[src/rtl/pe_nic.sv]
// Network interface between a processing element and its local mesh-router port.
// One single-entry buffer per direction, accessed by the PE through a 2-bit register map.
module pe_nic #(
    parameter int DATA_WIDTH = 64,
    parameter int VC_BIT     = 63
) (
    input  logic                  clk,
    input  logic                  reset,
    input  logic [1:0]            addr,
    input  logic [DATA_WIDTH-1:0] d_in,
    output logic [DATA_WIDTH-1:0] d_out,
    input  logic                  nicEn,
    input  logic                  nicWrEn,
    input  logic                  net_si,
    output logic                  net_ri,
    input  logic [DATA_WIDTH-1:0] net_di,
    output logic                  net_so,
    input  logic                  net_ro,
    output logic [DATA_WIDTH-1:0] net_do,
    input  logic                  net_polarity
);

    localparam logic [1:0] ADDR_IN_BUF     = 2'b00;
    localparam logic [1:0] ADDR_IN_STATUS  = 2'b01;
    localparam logic [1:0] ADDR_OUT_BUF    = 2'b10;
    localparam logic [1:0] ADDR_OUT_STATUS = 2'b11;

    logic [DATA_WIDTH-1:0] in_buf;
    logic [DATA_WIDTH-1:0] out_buf;
    logic                  in_full;
    logic                  out_full;
    logic                  pe_rd;
    logic                  pe_wr;

    assign pe_rd = nicEn & ~nicWrEn;
    assign pe_wr = nicEn & nicWrEn;

    // A packet is only offered on the router phase that matches its VC bit.
    assign net_ri = ~in_full;
    assign net_so = out_full & net_ro & (out_buf[VC_BIT] == net_polarity);
    assign net_do = out_buf;

    // Arrival and PE drain need opposite values of in_full, so they never collide.
    always_ff @(posedge clk or negedge reset) begin
        if (!reset) begin
            in_buf  <= '0;
            in_full <= 1'b0;
        end else if (net_si && !in_full) begin
            in_buf  <= net_di;
            in_full <= 1'b1;
        end else if (pe_rd && (addr == ADDR_IN_BUF) && in_full) begin
            in_full <= 1'b0;
        end
    end

    // A write landing in the same cycle as the drain still sees out_full=1 and is dropped.
    always_ff @(posedge clk or negedge reset) begin
        if (!reset) begin
            out_buf  <= '0;
            out_full <= 1'b0;
        end else if (net_so) begin
            out_full <= 1'b0;
        end else if (pe_wr && (addr == ADDR_OUT_BUF) && !out_full) begin
            out_buf  <= d_in;
            out_full <= 1'b1;
        end
    end

    always_ff @(posedge clk or negedge reset) begin
        if (!reset) begin
            d_out <= '0;
        end else if (pe_rd) begin
            case (addr)
                ADDR_IN_BUF:     d_out <= in_buf;
                ADDR_IN_STATUS:  d_out <= {{(DATA_WIDTH-1){1'b0}}, in_full};
                ADDR_OUT_BUF:    d_out <= out_buf;
                ADDR_OUT_STATUS: d_out <= {{(DATA_WIDTH-1){1'b0}}, out_full};
                default:         d_out <= d_out;
            endcase
        end
    end

endmodule

[config.mk]
export PLATFORM = sky130hd
export DESIGN_NAME = pe_nic
export DESIGN_NICKNAME = d
export VERILOG_FILES = /design/src/rtl/pe_nic.sv
export SDC_FILE = /design/constraint.sdc
export NUM_CORES = 1
export LEC_CHECK = 0
export BUFFER_PORTS_ARGS = -buffer_cell sky130_fd_sc_hd__clkbuf_2
export CAP_MARGIN = 20
export CORE_MARGIN = 2
export CORE_UTILIZATION = 45
export DETAILED_ROUTE_END_ITERATION = 10
export HOLD_SLACK_MARGIN = 0.08
export PLACE_DENSITY = 0.73
export SYNTH_ARGS = -nofsm -noshare
export SYNTH_HDL_FRONTEND = slang
export SYNTH_SLANG_ARGS = --single-unit
[constraint.sdc]
create_clock -name clk -period 2.5 [get_ports clk]
set_clock_uncertainty 0.2 [all_clocks]
set_input_delay 0.125 -clock clk [delete_from_list [all_inputs] [get_ports clk]]
set_output_delay 0.125 -clock clk [all_outputs]
set_load 0.02 [all_outputs]
==> results by group, run 1 <==
Timing
  – Final period utilization: 88.8%
  – Setup TNS: 0 ps
  – PnR worst setup slack: 279 ps
  – Pins Over Slew Limit: 0
  – Slew Limit Headroom: 53.8%
  – Crit path time final: 2220 ps
  – RSZ-0062 raised after global routing: false
  – Worst-margin pin slew: 693 ps
  – Hold Fails Final Rpt: 0
  – Fmax: 0.450 GHz
  – Setup Viol. Count Final: 0

Synthesis
  – Netlist cell types: 23
  – Number of synthesized flops with an enable pin: 0
  – Main area contributors after synthesis: dfrtp_1 62%, mux2_2 17%, mux2i_1 8.1%
  – Post-synth ARST share: 100%
  – Ys flop type: dfrtp_1
  – Seq/Total Area, Yosys: 62.1%
  – Synth top area share: 62.1%
  – Synthesis Warnings: 0
  – Most instantiated library cell after synthesis: dfrtp_1
  – Syn Inst Count: 559
  – Top cells by count, synth: 194 x dfrtp_1, 118 x mux2_2, 63 x mux2i_1, 63 x nand2_1, 49 x o21ai_0
  – Largest area contributor in the netlist: dfrtp_1
  – Mapped Area: 7820 µm²
  – #FFs+latches synth: 194
  – Syn Nets: 696
  – Avg Inst Size Synth: 14.0 µm²

GRT
  – Initial antenna violation count: 0
  – Vias in the first global route: 6,266
  – Gr usage total: 23.0%
  – Largest net degree at the start of global routing: 73
  – GRT overflow: 0
  – First-pass GRT wire length: 32,700 µm

Place
  – Placement Cell Area: 9390 µm²
  – Port Buffers: 266
  – Placed cell count: 1,029
  – Dpl hpwl: 12,600 µm
  – RePlAce Congestion: 0.760
  – Setup Slack @ Placement: 749 ps

Critical path
  – Reg2Reg Setup Slack: 710 ps
  – Startpoint type of the worst setup path: input port
  – CP Class: input port to flop
  – Crit Path Max Fanout: 4
  – CP required: 2660 ps
  – CP Data Arrival Time: 2380 ps
  – Setup crit end kind: flop

Cells and area
  – Layout Utilization: 66.2%
  – Layout cells sized above 1: 44.6%
  – Final Net Count: 1,095
  – Area added between synthesis and finish: 44.9%
  – Cell Count, Final, Fillers Out: 1,195
  – # diodes: 0
  – Post-Layout Inst Area: 11,300 µm²

Floorplan
  – Die Y: 136 µm
  – Chip Width: 136 µm
  – Core ar.: 17,100 µm²
  – Site row count: 48
  – I/O pin count: 267
  – Initial core utilization: 45.7%
  – Die area: 18,500 µm²

CTS
  – Reg clk slew, reported paths: 70 ps
  – CTS tree: done
  – Setup Buffers After CTS: 0
  – Worst-Skew Late Latency: 420 ps
  – CTS max path bufs: 2
  – Post_cts resized: 0
  – Clock sink count: 194
  – Max H-tree Level: 4
  – Clock Root Buffer: clkbuf_16
  – Num CTS Buffers: 17

Detailed routing
  – Remaining antenna violation count: 0
  – Drc violations: 0
  – First-pass DRT Iterations: 4
  – DRT iter0 DRCs: 224
  – Number of vias per cell: 5.00
  – DR WL/cell: 17.4 µm
  – Vias: 5,974
  – WL final: 20,700 µm

Flow run
  – Max_cap viols: 0

Power
  – Combinational group share of total power: 34.1%
  – VDD IR max: 0.803 mV
  – Int Power: 8.02 mW
  – Switching share of total power: 35.3%
  – Sequential share of power: 43.6%
  – Power per cell area: 1090 nW/µm²
  – Static leakage: 5.56 nW
  – Psw: 4.38 mW
  – Clock power frac: 22.3%

Outcome
  – Outcome: completed

Min path
  – Hold WC Path Type: input port to asynchronous set/reset pin
final cells by class:
cell class	instances	area, µm²
Sequential cell	194	4850
Timing Repair Buffer	414	2830
Fill cell	1229	5790
Tap cell	225	282
Clock buffer	21	470
Inverter	2	7.51
Multi-Input combinational cell	329	2760
Clock inverter	10	123
worst max-delay path, stage by stage:
cell,delay (ps)
dlygate4sd3_1,570
clkbuf_2,150
nand4b_4,210
dlygate4sd3_1,600
a21oi_1,150
dlygate4sd3_1,560
repair_timing:
action / in CTS / in global routing
hold buffers: 135 / 0
hold endpoints to repair: 327 / 0
setup endpoints to repair: 0 / 0
final timing paths:
path	cells past startpoint	startpoint	end
setup / recovery	6	addr[0]	out_full
hold / removal	2	reset	net_do[53]
setup reg to reg	4	net_do[63]	out_full
hold reg to reg	2	d_out[41]	d_out[41]
max in group asynchronous	3	reset	in_buf[10]
min in group clk	5	nicEn	d_out[43]
placed cells by master, fill, tap and decap left out, types with 3 or more instances in the layout:
cell type,instances
mux2i_1,63
clkbuf_2,264
clkbuf_8,4
o21ai_0,49
clkbuf_16,17
mux2_1,11
o21ai_1,14
dlygate4sd3_1,135
buf_4,11
buf_12,3
nand2_1,63
dfrtp_1,194
clkinvlp_4,3
mux2_2,118
inv_6,3
metal layers:
layer / share of wire [%] / GRT usage [%]
met4: 1.2 / 7.00
met2: 51 / 40.3
met5: 0 / 0
met3: 6.9 / 6.26
met1: 41 / 27.6
cell families after synthesis:
logic type      Yosys count  share of synthesized area [%]
flops                   194                           62.1
mux                     193                           26.9
simple gates             70                           3.98
compound gates           65                           4.19
buf+inv                  36                           2.72
xor+xnor                  1                          0.112
sequential cells by signal, indices dropped and copies added (netlist names):
register	flops
d_out	64
in_buf	64
net_do	64
in_full	1
out_full	1
metrics by stage:
stage,hold slack (ps),total power [mW]
floorplan,-371,7.91
global route,127,13.1
global placement,-11.3,9.30
finish,103,12.4
detailed placement,-6.76,9.47
CTS,107,12.4
power groups by stage:
| stage | logic [mW] | clock network [mW] | registers [mW] |
|---|---|---|---|
| 6_report | 4.23 | 2.76 | 5.41 |
| 3_5_place_dp | 4.02 | 0 | 5.45 |
| 4_1_cts | 4.23 | 2.82 | 5.40 |
| 2_1_floorplan | 1.72 | 0 | 6.19 |
| 3_3_place_gp | 3.91 | 0 | 5.39 |
| 5_1_grt | 4.57 | 2.94 | 5.58 |
No activity file was read; power rests on OpenSTA's default activity.
==> inputs of run 2 (changes only) <==
--- a/config.mk
+++ b/config.mk
@@ -5,13 +5,17 @@
 export SDC_FILE = /design/constraint.sdc
 export NUM_CORES = 1
 export LEC_CHECK = 0
+export ABC_AREA = 1
 export BUFFER_PORTS_ARGS = -buffer_cell sky130_fd_sc_hd__clkbuf_2
 export CAP_MARGIN = 20
+export CELL_PAD_IN_SITES_DETAIL_PLACEMENT = 1
+export CELL_PAD_IN_SITES_GLOBAL_PLACEMENT = 2
 export CORE_MARGIN = 2
-export CORE_UTILIZATION = 45
+export CORE_UTILIZATION = 31
 export DETAILED_ROUTE_END_ITERATION = 10
 export HOLD_SLACK_MARGIN = 0.08
-export PLACE_DENSITY = 0.73
+export PLACE_DENSITY_LB_ADDON = 0.1
+export SKIP_CTS_REPAIR_TIMING = 1
 export SYNTH_ARGS = -nofsm -noshare
 export SYNTH_HDL_FRONTEND = slang
 export SYNTH_SLANG_ARGS = --single-unit
==> run 2 against run 1 <==
  * Cell count grew 38%
  * Die area grew 46%
  * Core utilization shrank 20 points
  * Sequential cell count is the same
  * Via count grew 29%
  * First-iteration DRC count grew 98%
  * Setup slack gained 23 ps
  * Critical path depth is the same
  * Sequential share of layout area shrank 1.3 points
  * Register-to-register slack lost 410 ps
  * Hold slack lost 50 ps
==> results by group, run 2 <==
GRT
  – Global routing's busiest layer: met2
  – Routing usage on met3: 5.03%
  – Gr usage total: 20.5%
  – GRT overflow: 0
  – Vias in the first global route: 7,618
  – Largest net degree at the start of global routing: 67
  – Initial antenna violation count: 2
  – Met2 usage: 35.1%
  – Routing usage on met1: 25.9%
  – First-pass GRT wire length: 42,200 µm

CTS
  – Num CTS Buffers: 17
  – Reg clk slew, reported paths: 80 ps
  – Worst-Skew Late Latency: 440 ps
  – Clock Root Buffer: clkbuf_16
  – CTS tree: done
  – Clock sink count: 194
  – Max H-tree Level: 4
  – CTS max path bufs: 2

Outcome
  – Outcome: completed

Min path
  – Hold WC Path Type: input port to asynchronous set/reset pin

Cells and area
  – Final Net Count: 1,447
  – Commonest cells after routing, fill and taps aside: 455 x nand2_1, 265 x clkbuf_2, 194 x dfrtp_1
  – Area added between synthesis and finish: 47.2%
  – Layout cells sized above 1: 24.6%
  – Most common cell after layout, fill and taps aside: nand2_1

Floorplan
  – Die area: 26,900 µm²
  – I/O pin count: 267
  – Site row count: 58
  – Chip Width: 164 µm
  – Die Y: 164 µm
  – Core ar.: 25,200 µm²
  – Initial core utilization: 31.6%

Power
  – Power per cell area: 1030 nW/µm²
  – VDD IR max: 0.418 mV
  – Static leakage: 6.28 nW

Timing
  – Pins Over Slew Limit: 0
  – Setup Viol. Count Final: 0
  – RSZ-0062 raised after global routing: false
  – Slew Limit Headroom: 42.2%
  – Setup TNS: 0 ps
  – Final period utilization: 87.9%
  – Worst-margin pin slew: 868 ps
  – Worst hold slack: 52.8 ps
  – Hold Fails Final Rpt: 0
  – Crit path time final: 2200 ps
  – Fmax: 0.455 GHz

Detailed routing
  – Remaining antenna violation count: 0
  – Vias: 7,714
  – First-pass DRT Iterations: 4
  – DR WL/cell: 17.1 µm
  – DRT iter0 DRCs: 443
  – WL final: 28,200 µm
  – Number of vias per cell: 4.66
  – Drc violations: 0

Critical path
  – Startpoint type of the worst setup path: flop
  – Reg2Reg Setup Slack: 300 ps
  – CP required: 2620 ps
  – CP Class: flop to flop
  – Crit Path Max Fanout: 3
  – R2R depth: 6
  – CP Data Arrival Time: 2320 ps
  – Setup crit end kind: flop

Synthesis
  – Syn Nets: 1,058
  – Number of synthesized flops with an enable pin: 0
  – Synthesis Warnings: 0
  – Netlist cell types: 15
  – Top cells by count, synth: 456 x nand2_1, 194 x dfrtp_1, 192 x nand3_1
  – #FFs+latches synth: 194
  – Seq/Total Area, Yosys: 61.1%
  – Post-synth ARST share: 100%
  – Syn Inst Count: 921
  – Synth top area share: 61.1%
  – Avg Inst Size Synth: 8.63 µm²
  – Ys flop type: dfrtp_1
  – Mapped Area: 7950 µm²
  – Largest area contributor in the netlist: dfrtp_1
  – Most instantiated library cell after synthesis: nand2_1
  – Main area contributors after synthesis: dfrtp_1 61%, nand2_1 22%, nand3_1 12%

Flow run
  – Max_cap viols: 0

Place
  – Port Buffers: 266
  – Dpl hpwl: 17,400 µm
  – RePlAce Congestion: 0.732
run 2: cell type report:
cell class                 instances  area (µm²)
clock buffer                      19         443
timing repair buffer             430        3030
fill                            3044       13500
sequential                       194        4850
tap                              330         413
inverter                           6        22.5
clock inverter                    13         165
multi-input combinational        661        2760
antenna                            2        5.00
run 2: report_power, final:
part / internal, mW / switching [mW] / leakage [nW]
Clock: 1.47 / 1.38 / 0.298
Combinational: 1.39 / 2.66 / 3.50
Sequential: 4.36 / 0.843 / 2.48
Total: 7.22 / 4.88 / 6.28
run 2: per-layer routing:
metal,routed length [µm],part of all wire [%]
met1,12100,43
met2,14500,51
met3,1300,4.6
met4,325,1.2
met5,0,0
run 2: cell families after synthesis:
| logic type | count (synthesis) | synth area share (%) |
|---|---|---|
| AOI/OAI and AO/OA | 2 | 0.126 |
| xor gates and xnor gates | 1 | 0.110 |
| buffers and inverters | 66 | 4.27 |
| DFF | 194 | 61.1 |
| and+or+nand+nor | 658 | 34.4 |
run 2: stage by stage:
| stage | power, mW | instance area [µm²] | std cells | utilization, % | worst slack [ps] |
|---|---|---|---|---|---|
| 2_1_floorplan | 7.46 | 7950 | 921 | - | 1130 |
| 3_3_place_gp | 9.07 | 9640 | 1477 | 38.3 | 775 |
| 3_5_place_dp | 9.16 | 9640 | 1477 | 38.3 | 758 |
| 4_1_cts | 12.0 | 10200 | 1509 | 40.7 | 506 |
| 5_1_grt | 13.0 | 11700 | 1655 | 46.4 | 155 |
| 6_report | 12.1 | 11700 | 1655 | 46.4 | 303 |
run 2: worst paths after layout:
kind / to / start
setup reg to reg: d_out[0] / net_do[0]
hold / removal: d_out[54] / reset
max in group asynchronous: net_do[43] / reset
setup / recovery: d_out[0] / net_do[0]
min in group clk: d_out[26] / nicWrEn
hold reg to reg: in_buf[63] / in_buf[63]
run 2: worst max-delay path, cell delays in order, from the launching register on:
cell           delay [ps]
dfrtp_1               430
o21ai_0               170
dlygate4sd3_1         570
nand2_1                60
dlygate4sd3_1         560
nand2_1                60
nand2_1                40
==> inputs of run 3 (changes only) <==
--- a/config.mk
+++ b/config.mk
@@ -10,7 +10,6 @@
 export CAP_MARGIN = 20
 export CELL_PAD_IN_SITES_DETAIL_PLACEMENT = 1
 export CELL_PAD_IN_SITES_GLOBAL_PLACEMENT = 2
-export CORE_MARGIN = 2
 export CORE_UTILIZATION = 31
 export DETAILED_ROUTE_END_ITERATION = 10
 export HOLD_SLACK_MARGIN = 0.08
==> run 3 against run 2 <==
  * Power is 1.8% lower
  * Hold slack better by 3.5 ps
  * Count of clock-buffer cells in the layout stayed put
  * Critical endpoint unchanged
  * Largest power group unchanged
==> results by group, run 3 (same netlist as run 2, synthesis figures left out) <==
Power
  – Switching share of total power: 40.4%
  – Static leakage: 6.25 nW
  – Combinational group share of total power: 33.6%
  – Sequential share of power: 43.8%
  – VDD IR max: 0.408 mV
  – Power per cell area: 1030 nW/µm²
  – Int Power: 7.08 mW
  – Clock power frac: 22.6%
  – Psw: 4.80 mW

Floorplan
  – Site row count: 58
  – I/O pin count: 267
  – Core ar.: 25,200 µm²
  – Die Y: 162 µm
  – Die area: 26,300 µm²
  – Chip Width: 162 µm
  – Initial core utilization: 31.6%

Detailed routing
  – First-pass DRT Iterations: 4
  – Remaining antenna violation count: 0
  – DRT iter0 DRCs: 410
  – Drc violations: 0
  – Number of vias per cell: 4.58
  – WL final: 27,500 µm
  – DR WL/cell: 16.7 µm
  – Vias: 7,540

Cells and area
  – Layout cells sized above 1: 25.0%
  – Area added between synthesis and finish: 45.1%
  – Final Net Count: 1,439
  – # diodes: 0
  – Cell Count, Final, Fillers Out: 1,645
  – FILL cells: 3,032
  – Most common cell after layout, fill and taps aside: nand2_1
  – Commonest cells after routing, fill and taps aside: 455 x nand2_1, 264 x clkbuf_2, 194 x dfrtp_1

GRT
  – Gr usage total: 21.0%
  – Initial antenna violation count: 1
  – Largest net degree at the start of global routing: 68
  – First-pass GRT wire length: 42,200 µm
  – Vias in the first global route: 7,406
  – GRT overflow: 0

Timing
  – Setup TNS: 0 ps
  – Setup Viol. Count Final: 0
  – Pins Over Slew Limit: 0
  – PnR worst setup slack: 310 ps
  – Final period utilization: 87.6%
  – Fmax: 0.457 GHz
  – Slew Limit Headroom: 48.3%
  – Hold Fails Final Rpt: 0
  – RSZ-0062 raised after global routing: false
  – Worst-margin pin slew: 776 ps
  – Crit path time final: 2190 ps

Critical path
  – R2R depth: 6
  – CP required: 2620 ps
  – CP bufs+invs: 2
  – Startpoint type of the worst setup path: flop
  – Crit-path most repeated cell: nand2_1
  – Setup crit end kind: flop
  – CP Class: flop to flop
  – Worst setup path start: net_do[0]
  – Crit-path leading delay family: buffers and inverters
  – CP Data Arrival Time: 2310 ps
  – Worst stage delay on the critical path: 570 ps
  – Stages on worst setup path: 6
  – Slowest cell on crit path: dlygate4sd3_1
  – Reg2reg end: d_out[0]
  – Cell breakdown of the critical path: o21ai_0 > dlygate4sd3_1 > nand2_1 > dlygate4sd3_1 > nand2_1 > nand2_1
  – R2R Path Start: net_do[0]
  – Crit Path Max Fanout: 3
  – Reg2Reg Setup Slack: 310 ps

Place
  – Port Buffers: 266
  – RePlAce Congestion: 0.734
  – Placed cell count: 1,479
  – Dpl hpwl: 17,700 µm
  – Setup Slack @ Placement: 696 ps

CTS
  – CTS tree: done
  – Clock Root Buffer: clkbuf_16
  – Reg clk slew, reported paths: 80 ps
  – CTS max path bufs: 2
  – Num CTS Buffers: 17
  – Clock sink count: 194
  – Max H-tree Level: 4
  – Worst-Skew Late Latency: 430 ps

Min path
  – Hold WC Path Type: input port to asynchronous set/reset pin

Outcome
  – Outcome: completed

Flow run
  – Max_cap viols: 0
## run 3: cell types whose count changed in the layout (fill, tap and decap cells not counted), sizes merged
cell,previous run,this run
dlygate4sd3,144,134
clkinv,4,8
inv,14,10
buf,20,23
diode,2,0
bufinv,1,0
clkbuf,285,284
clkinvlp,0,1
## run 3: how the worst max path moves through the flow
stage | to | slack, ps
4_1_cts | in_buf[47] | 670
3_3_place_gp | in_buf[35] | 720
5_1_grt | d_out[0] | 180
3_5_place_dp | in_buf[32] | 700
2_1_floorplan | out_full | 1130
6_report | d_out[0] | 310
## run 3: routing by layer
metal | vias up | global-route usage (%) | wire length (µm)
met5 | - | 0 | 12
met4 | 2 | 5.10 | 231
met3 | 15 | 5.13 | 1300
met2 | 170 | 34.4 | 13500
met1 | 3656 | 27.8 | 12500
li1 | 3697 | - | -
## run 3: area by class of cell
class                   instances  area [µm²]  area share (%)
flip-flops and latches        194        4850            42.1
repair buffers                422        2900            25.1
multi-input cells             661        2770            24.0
clock buffers                  19         453            3.93
well taps                     330         413            3.58
clock inverters                13         124            1.07
inverters                       6        22.5           0.195
## run 3: power by group through the flow
stage / logic, mW / registers (mW) / clock network (mW)
after floorplan: 1.49 / 5.97 / 0
after global placement: 3.78 / 5.28 / 0
after detailed placement: 3.87 / 5.26 / 0
after CTS: 3.88 / 5.22 / 2.78
after global routing: 4.46 / 5.39 / 2.88
final: 3.99 / 5.21 / 2.69
## run 3: metrics by stage
stage | total power [mW] | cell area [µm²] | util (%) | hold WS, ps
5_1_grt | 12.7 | 11500 | 45.8 | 102
4_1_cts | 11.9 | 10200 | 40.5 | -489
6_report | 11.9 | 11500 | 45.8 | 56.4
3_3_place_gp | 9.06 | 9610 | 38.2 | -15.5
2_1_floorplan | 7.46 | 7950 | - | -371
3_5_place_dp | 9.13 | 9610 | 38.2 | -10.1
